<file path="config.mk">
export PLATFORM = sky130hd
export DESIGN_NAME = record_replay_ctrl
export DESIGN_NICKNAME = d
export VERILOG_FILES = /design/src/rtl/record_replay_pkg.sv /design/src/rtl/rr_combine.sv /design/src/rtl/record_replay_ctrl.sv
export SDC_FILE = /design/constraint.sdc
export NUM_CORES = 1
export LEC_CHECK = 0
export CORE_AREA = 2 2 80 82
export DETAILED_ROUTE_END_ITERATION = 16
export DIE_AREA = 0 0 82 84
export GPL_ROUTABILITY_DRIVEN = 0
export HOLD_SLACK_MARGIN = 0.08
export PLACE_DENSITY_LB_ADDON = 0.1
export RECOVER_POWER = 100
export SLEW_MARGIN = 40
export SYNTH_ARGS = -nofsm -noshare
export SYNTH_HDL_FRONTEND = slang
export SYNTH_SLANG_ARGS = --single-unit
</file>
<file path="constraint.sdc">
create_clock -name clk -period 4.9 [get_ports clk]
set_input_delay 0.98 -clock clk [delete_from_list [all_inputs] [get_ports clk]]
set_output_delay 0.98 -clock clk [all_outputs]
set_load 0.02 [all_outputs]
</file>
<file path="src/rtl/record_replay_pkg.sv">
// Shared encodings for the record/replay controller: FSM states and the
// live-vs-replay combine modes.
package record_replay_pkg;

  typedef enum logic [2:0] {
    S_IDLE   = 3'd0,
    S_ARM    = 3'd1,
    S_RECORD = 3'd2,
    S_WAIT   = 3'd3,
    S_REPLAY = 3'd4,
    S_DONE   = 3'd5
  } state_t;

  localparam logic [1:0] MODE_AND  = 2'b00;
  localparam logic [1:0] MODE_OR   = 2'b01;
  localparam logic [1:0] MODE_XOR  = 2'b10;
  localparam logic [1:0] MODE_PASS = 2'b11;

endpackage

</file>
<file path="src/rtl/rr_combine.sv">
// Combines the live sample with the replayed sample according to mode.
// The output is forced to zero whenever no replayed sample is present.
module rr_combine
  import record_replay_pkg::*;
#(
  parameter int W = 1
) (
  input  logic [1:0]   mode,
  input  logic [W-1:0] live,
  input  logic [W-1:0] replay,
  input  logic         valid,
  output logic [W-1:0] comb
);

  always_comb begin
    comb = '0;
    if (valid) begin
      case (mode)
        MODE_AND: comb = live & replay;
        MODE_OR:  comb = live | replay;
        MODE_XOR: comb = live ^ replay;
        default:  comb = replay;
      endcase
    end
  end

endmodule

</file>
<file path="src/rtl/record_replay_ctrl.sv">
// Record/replay controller: streams L registered samples into an external FIFO,
// waits for a second start, reads L samples back and combines them with live data.
module record_replay_ctrl
  import record_replay_pkg::*;
#(
  parameter int W     = 1,
  parameter int M_MAX = 28000,
  parameter int N     = 16
) (
  input  logic         clk,
  input  logic         rst,
  input  logic         start,
  input  logic         abort,
  input  logic [N-1:0] rec_len,
  input  logic [1:0]   mode,
  input  logic [W-1:0] din,
  input  logic [W-1:0] from_fifo,
  input  logic         fifo_full,
  input  logic         fifo_empty,
  output logic [W-1:0] dout,
  output logic [W-1:0] to_fifo,
  output logic         wr_en,
  output logic         rd_en,
  output logic [W-1:0] shifted_dout,
  output logic         rep_valid,
  output logic [W-1:0] dout_comb,
  output logic         busy,
  output logic         done,
  output logic [1:0]   err,
  output logic [2:0]   dbg_state
);

  localparam logic [N-1:0] L_MAX = N'(M_MAX);
  localparam logic [N-1:0] ONE   = N'(1);

  // FIFO handshake: a write is accepted on a clock edge where wr_en=1 and
  // fifo_full=0; a read is accepted where rd_en=1 and fifo_empty=0, and its data
  // appears on from_fifo one cycle later. wr_en/rd_en high against full/empty
  // is an overflow/underflow and terminates the run.
  state_t       state, state_d;
  logic [N-1:0] cnt, cnt_d;
  logic [N-1:0] len, len_d;
  logic         wr_en_d, rd_en_d, done_d;
  logic [1:0]   err_d;
  logic         start_q, rd_q;
  logic         start_edge;

  assign start_edge = start & ~start_q;
  assign busy       = (state != S_IDLE);
  assign dbg_state  = state;

  always_comb begin
    state_d = state;
    cnt_d   = cnt;
    len_d   = len;
    wr_en_d = wr_en;
    rd_en_d = rd_en;
    err_d   = err;
    done_d  = 1'b0;
    case (state)
      S_IDLE: begin
        if (start_edge && !abort && (rec_len != '0)) begin
          len_d   = (rec_len > L_MAX) ? L_MAX : rec_len;
          err_d   = '0;
          state_d = S_ARM;
        end
      end
      S_ARM: begin
        cnt_d   = '0;
        wr_en_d = 1'b1;
        state_d = S_RECORD;
      end
      S_RECORD: begin
        if (fifo_full && wr_en) begin
          err_d[0] = 1'b1;
          wr_en_d  = 1'b0;
          cnt_d    = '0;
          state_d  = S_DONE;
        end else if (cnt == len - ONE) begin
          wr_en_d = 1'b0;
          cnt_d   = '0;
          state_d = S_WAIT;
        end else begin
          cnt_d = cnt + ONE;
        end
      end
      S_WAIT: begin
        if (start_edge) begin
          rd_en_d = 1'b1;
          state_d = S_REPLAY;
        end
      end
      S_REPLAY: begin
        if (fifo_empty && rd_en) begin
          err_d[1] = 1'b1;
          rd_en_d  = 1'b0;
          cnt_d    = '0;
          state_d  = S_DONE;
        end else if (cnt == len - ONE) begin
          rd_en_d = 1'b0;
          cnt_d   = '0;
          state_d = S_DONE;
        end else begin
          cnt_d = cnt + ONE;
        end
      end
      S_DONE:  state_d = S_IDLE;
      default: state_d = S_IDLE;
    endcase
    // DONE already leads straight back to IDLE, so abort only matters before it.
    if (abort && (state != S_IDLE) && (state != S_DONE)) begin
      state_d = S_DONE;
      wr_en_d = 1'b0;
      rd_en_d = 1'b0;
      cnt_d   = '0;
    end
    if ((state_d == S_DONE) && (state != S_DONE)) done_d = 1'b1;
  end

  always_ff @(posedge clk or negedge rst) begin
    if (!rst) begin
      state        <= S_IDLE;
      cnt          <= '0;
      len          <= '0;
      wr_en        <= 1'b0;
      rd_en        <= 1'b0;
      err          <= '0;
      done         <= 1'b0;
      start_q      <= 1'b0;
      rd_q         <= 1'b0;
      rep_valid    <= 1'b0;
      dout         <= '0;
      to_fifo      <= '0;
      shifted_dout <= '0;
    end else begin
      state        <= state_d;
      cnt          <= cnt_d;
      len          <= len_d;
      wr_en        <= wr_en_d;
      rd_en        <= rd_en_d;
      err          <= err_d;
      done         <= done_d;
      start_q      <= start;
      // Only accepted reads produce data, so the valid pipeline drains naturally.
      rd_q         <= rd_en & ~fifo_empty;
      rep_valid    <= rd_q;
      dout         <= din;
      to_fifo      <= din;
      shifted_dout <= from_fifo;
    end
  end

  rr_combine #(.W(W)) u_combine (
    .mode   (mode),
    .live   (dout),
    .replay (shifted_dout),
    .valid  (rep_valid),
    .comb   (dout_comb)
  );

endmodule

</file>
* Word level (Yosys, flattened, before mapping) *
Index checks and enable logic that the tools add are counted.
Widths: inputs -> output; s select.

cells by class
  add/subtract/negate cells = 2
  multipliers = 0
  divide/modulo/power cells = 0
  $lt $le $gt $ge = 1
  equality and inequality tests = 15
  shifts and indexed selects = 0
  mux-type cells = 30
  bitwise logic cells = 7
  reductions and logical operators = 22

operator list
  kind                   count
  $mux 16                5
  $pmux 16 s3            1
  $mux 3                 7
  $add 16x1->16 const B  1
  $eq 16x16->1           1
  $gt 16x15->1 const B   1
  $reduce_bool 16->1     1
  $sub 16x1->16 const B  1
  $pmux 3 s5             1
  $mux 1                 10
  $reduce_and 3->1       3
  $reduce_bool 3->1      3
  $ne 4x4->1 const B     2
  $pmux 1 s2             4
  $logic_and 1x1->1      7
  $eq 3x2->1 const B     2
  $eq 3x3->1 const B     2
  $ne 2x2->1 const B     3
  $ne 3x3->1 const B     2
  $reduce_and 2->1       2
  $reduce_bool 2->1      2
  $reduce_bool 4->1      1
  $and 1x1->1            3
  $eq 3x1->1 const B     1
  10 further kinds       11

storage, ports and cells
  register bits = 45
  bits in latches = 0
  RAM bits = 0
  ROM bits = 0
  bits of input ports = 26
  output and inout port bits = 14
  logic and storage cells = 90
  memories kept = 0

* Longest topological paths before layout *
  depth in word-level cells = 10
  gate-level depth with buffers = 10
  mapped depth without buffers = 9

* By module *
From an unflattened synthesis, not the netlist that was laid out.

second synthesis, totals
  cell total of the unflattened synthesis = 324
  area, all modules = 2852.7 um2

modules (own cells, without submodules)
  module              instances  cells each  area an instance (um2)  seq. area each (um2)
  record_replay_ctrl  1          315         2787.7                  1126.1
  rr_combine          1          9           65.1                    0.0

* Worst setup path after synthesis *
No wires, ideal clock.

  path kind = register to register
  start = reg len[3]
  end = reg cnt[13]
  library setup time = 125 ps
  data arrival time = 2627 ps
  required time = 4775 ps
  path slack = 2149 ps
  cell stages (with the launch flop) = 9
  path buffers = 1
  period minus slack after synthesis = 2751 ps
  path through = dfrtp_1 buf_6 or4_4 o21ai_0 nand4b_1 or4_1 a2111o_1 a41o_1 mux2_2

between the ends
  word-level cells in the longest chain between the ends = 6
  elaborated cells on any way between the ends = 7
  classes of those cells = add/sub (1); eq/ne (1); mux (5)

ends and longest elaborated chain
  what                               line                                                text
  start, declared                    record_replay_ctrl.sv:42                            logic [N-1:0] len, len_d;
  start signal, assigned             record_replay_ctrl.sv:138                           len <= len_d;
  $sub 16x1->16 (*)                  record_replay_ctrl.sv:79, record_replay_ctrl.sv:99
  $eq 16x16->1 (*)                   record_replay_ctrl.sv:79, record_replay_ctrl.sv:99
  $mux 16 (*)                        record_replay_ctrl.sv:79, record_replay_ctrl.sv:99
  $mux 16, on equally long branches  record_replay_ctrl.sv:94, record_replay_ctrl.sv:74
  $pmux 16 s3 (*)                    record_replay_ctrl.sv:60                            case (state)
  $mux 16 (*)                        record_replay_ctrl.sv:111                           if (abort && (state != S_IDLE) && (state != S_DONE)) begin
  end signal, assigned               record_replay_ctrl.sv:137                           cnt <= cnt_d;
  end, declared                      record_replay_ctrl.sv:41                            logic [N-1:0] cnt, cnt_d;

Mark *: on every way between the ends. The rest lies on a longest branch, timed or not.
A chain may end at the register's enable or synchronous reset.

* Worst setup path after layout *
  start = in mode[1]
  end = out dout_comb

between the ends
  word-level cells in the longest chain between the ends = 3
  elaborated cells on any way between the ends = 5
  classes of those cells = eq/ne (2); mux (2); reduce/logical (1)

ends and longest elaborated chain
  what                                line                      text
  start, declared                     record_replay_ctrl.sv:15  input logic [1:0] mode,
  $eq 2x2->1 (tied with other cells)  rr_combine.sv:18          case (mode)
  $pmux 1 s3 (*)                      rr_combine.sv:18
  $mux 1 (*)                          rr_combine.sv:17          if (valid) begin
  end, declared                       record_replay_ctrl.sv:26  output logic [W-1:0] dout_comb,

Marked as above.

==> results.json <==
{
  "final.setup.tns_ns": 0,
  "cap_viol_max_count": 1,
  "drt-initial-drc-count": 159,
  "finalCoreUtilization_pct": 56.2,
  "synth_enable_flop_cells": 0,
  "wl_um": 6620,
  "min_path_cells": 0,
  "diodes": 0,
  "synth_area_leaders": "dfrtp_1 (38%), nand2_1 (4.5%), inv_1 (3.2%), a22o_1 (3.0%), xor2_1 (3.0%)",
  "die_area_um2": 6890,
  "ys_seq_area_share_pct": 38.4,
  "dp_hpwl_um": 4990,
  "cts_buffer_depth": 2,
  "min_period_ns": 3.73,
  "finalCritPeriodShare_pct": 76.2,
  "dieWidth_um": 82,
  "worst_hold_slack_ns": 0.353,
  "dpl_cell_area_um2": 3340,
  "die_h_um": 84,
  "grt_pass1_wl_um": 11300,
  "drv_slew": 46,
  "finalNetCount": 399,
  "clock_sinks": 45,
  "dr.pass1.iters": 4,
  "cp.arrival_ns": 2.75,
  "cp_cell_sequence": "clkdlybuf4s50_1, mux4_2, and2_1, dlygate4sd3_1",
  "worst_slew_pin_slew_ns": 2.33,
  "crit_start": "mode[1]",
  "syn_area_per_cell_um2": 8.61,
  "yosysTopAreaCellShare_pct": 38.4,
  "clkTransAtPathRegs_ns": 0.07,
  "pre_cts_ws_ns": 1.26,
  "end_kind": "output pin",
  "clock_latency_ns": 0.29,
  "violations": "max-capacitance violations, max-slew violations",
  "power_density_nw_per_um2": 456,
  "syn_area_um2": 2930,
  "async_flop_share_pct": 100,
  "cts_setup_buffers": 0,
  "crit_path_end": "dout_comb",
  "initial_core_util_pct": 48.1,
  "top_layer": "met4",
  "finalInstanceArea_um2": 3420,
  "cts_tree": "done",
  "synth_top_flop_cell": "dfrtp_1",
  "routed_via_density": 5.81,
  "crit_buf_inv": 2,
  "hold_class": "reg -> reg",
  "timing.fmax_mhz": 268,
  "finalSetupViolCount": 0,
  "skew_ns": 0.00536,
  "grt_start_max_net_pins": 46,
  "wl_per_cell_um": 14.8,
  "coreArea_um2": 6100,
  "path_class": "in -> out",
  "regToRegEndpoint": "cnt[6]",
  "slowest_delay_ns": 0.64,
  "irDropWorstVdd_v": 0.000215,
  "ff2ff_path_depth": 9,
  "synth_seq_cells": 45,
  "postSynthCellCount": 340,
  "yosysTopAreaCell": "dfrtp_1",
  "drive_above_1_share_pct": 4.07,
  "top_level_ports": 40,
  "ctsHoldBuffers": 0,
  "antenna_found_initial": 0,
  "rsz0062_at_grt": "false",
  "overflow": 0,
  "layout_common_cells": "dfrtp_1 (45), nand2_1 (35), inv_1 (25)",
  "cp.depth": 4,
  "vias": 2593,
  "crit_path_start_kind": "input port",
  "cp.required_ns": 3.92,
  "num_rows": 29,
  "cts_max_level": 2,
  "run_status": "complete, but fails checks",
  "dr_wl_met2_um": 3190,
  "slew_headroom_pct": -55.5,
  "area_delta_synth_final_pct": 16.9,
  "grt_pass1_vias": 2364,
  "netlist-cell-type-count": 56,
  "root_buffer": "clkbuf_8",
  "wl_met1_um": 3130,
  "regToRegSetupSlack_ns": 1.48,
  "port_buffers": 39,
  "finalHoldViolCount": 0,
  "crit_slowest_cell": "dlygate4sd3_1",
  "wl_met3_um": 277,
  "cts_made_buffers": 5,
  "groute.usage.overall_pct": 20.7,
  "fin_ws_ns": 1.17,
  "path_max_fanout": 1,
  "mostFrequentLayoutCell": "dfrtp_1",
  "critPathTopFamily": "buffers and inverters",
  "power.leakage_nw": 1.40,
  "drc": 0,
  "drtAntennaViolNets": 0,
  "ys.warnings.count": 0,
  "r2r_start": "len[0]",
  "syn_nets": 370,
  "cts.repair.resized": 0
}
-- worst min path at each step --
stage | start | end | slack, ns
floorplan | rd_q | rep_valid | 0.33
global placement | rd_q | rep_valid | 0.33
detailed placement | rd_q | rep_valid | 0.34
CTS | rd_q | rep_valid | 0.36
global route | rd_q | rep_valid | 0.37
finish | rd_q | rep_valid | 0.35
-- layer usage --
| metal | up-vias | global-route usage [%] |
|---|---|---|
| met4 | 0 | 4.39 |
| met1 | 1213 | 29.6 |
| met5 | - | 0 |
| met3 | 4 | 3.90 |
| met2 | 68 | 32.6 |
| li1 | 1308 | - |
-- metrics by stage --
step,power (W),instances
5_1_grt,0.00169,446
6_report,0.00156,446
2_1_floorplan,0.00113,340
3_5_place_dp,0.00135,439
4_1_cts,0.00158,446
3_3_place_gp,0.00134,439
-- kinds of logic after synthesis --
| family | count (synthesis) | synth area share, % |
|---|---|---|
| buffers and inverters | 43 | 5.98 |
| DFF | 45 | 38.4 |
| muxes | 5 | 2.18 |
| xor gates and xnor gates | 19 | 5.68 |
| adders and majority gates | 4 | 1.71 |
| AOI/OAI and AO/OA | 83 | 20.1 |
| and+or+nand+nor | 141 | 25.9 |
-- power by group --
part / internal [W] / switching (W) / total (W)
Sequential: 0.000457 / 0.000169 / 0.000626
Clock: 0.000112 / 0.000114 / 0.000226
Combinational: 0.000312 / 0.000399 / 0.000711
-- sequential cells by signal (all words and copies together) (netlist names) --
register and cells:
cnt 16, rep_valid 1, to_fifo 1, done 1, start_q 1, shifted_dout 1
dbg_state 3, rd_en 1, wr_en 1, err 2, rd_q 1, len 16
-- cell usage after synthesis, types with 5 or more instances --
| cell type | number |
|---|---|
| or3_1 | 5 |
| nor2b_1 | 11 |
| a22o_1 | 10 |
| nor4_1 | 7 |
| nand3_1 | 15 |
| nor2_1 | 21 |
| o21ai_0 | 13 |
| and3_1 | 9 |
| nor3_1 | 9 |
| a31oi_1 | 5 |
| nand4_1 | 6 |
| o31ai_1 | 6 |
| clkbuf_1 | 14 |
| inv_1 | 25 |
| nand2_1 | 35 |
| xnor2_1 | 9 |
| xor2_1 | 10 |
| a41oi_1 | 7 |
| a21oi_1 | 13 |
| dfrtp_1 | 45 |
-- cell type report --
cell class                      instances  area (um2)
Clock buffer                            7        86.3
Fill cell                             594        2670
Inverter                               25        93.8
Tap cell                               77        96.3
Sequential cell                        45        1130
Multi-Input combinational cell        252        1630
Timing Repair Buffer                   40         392
Note: power is estimated with default switching activity, not from simulation.
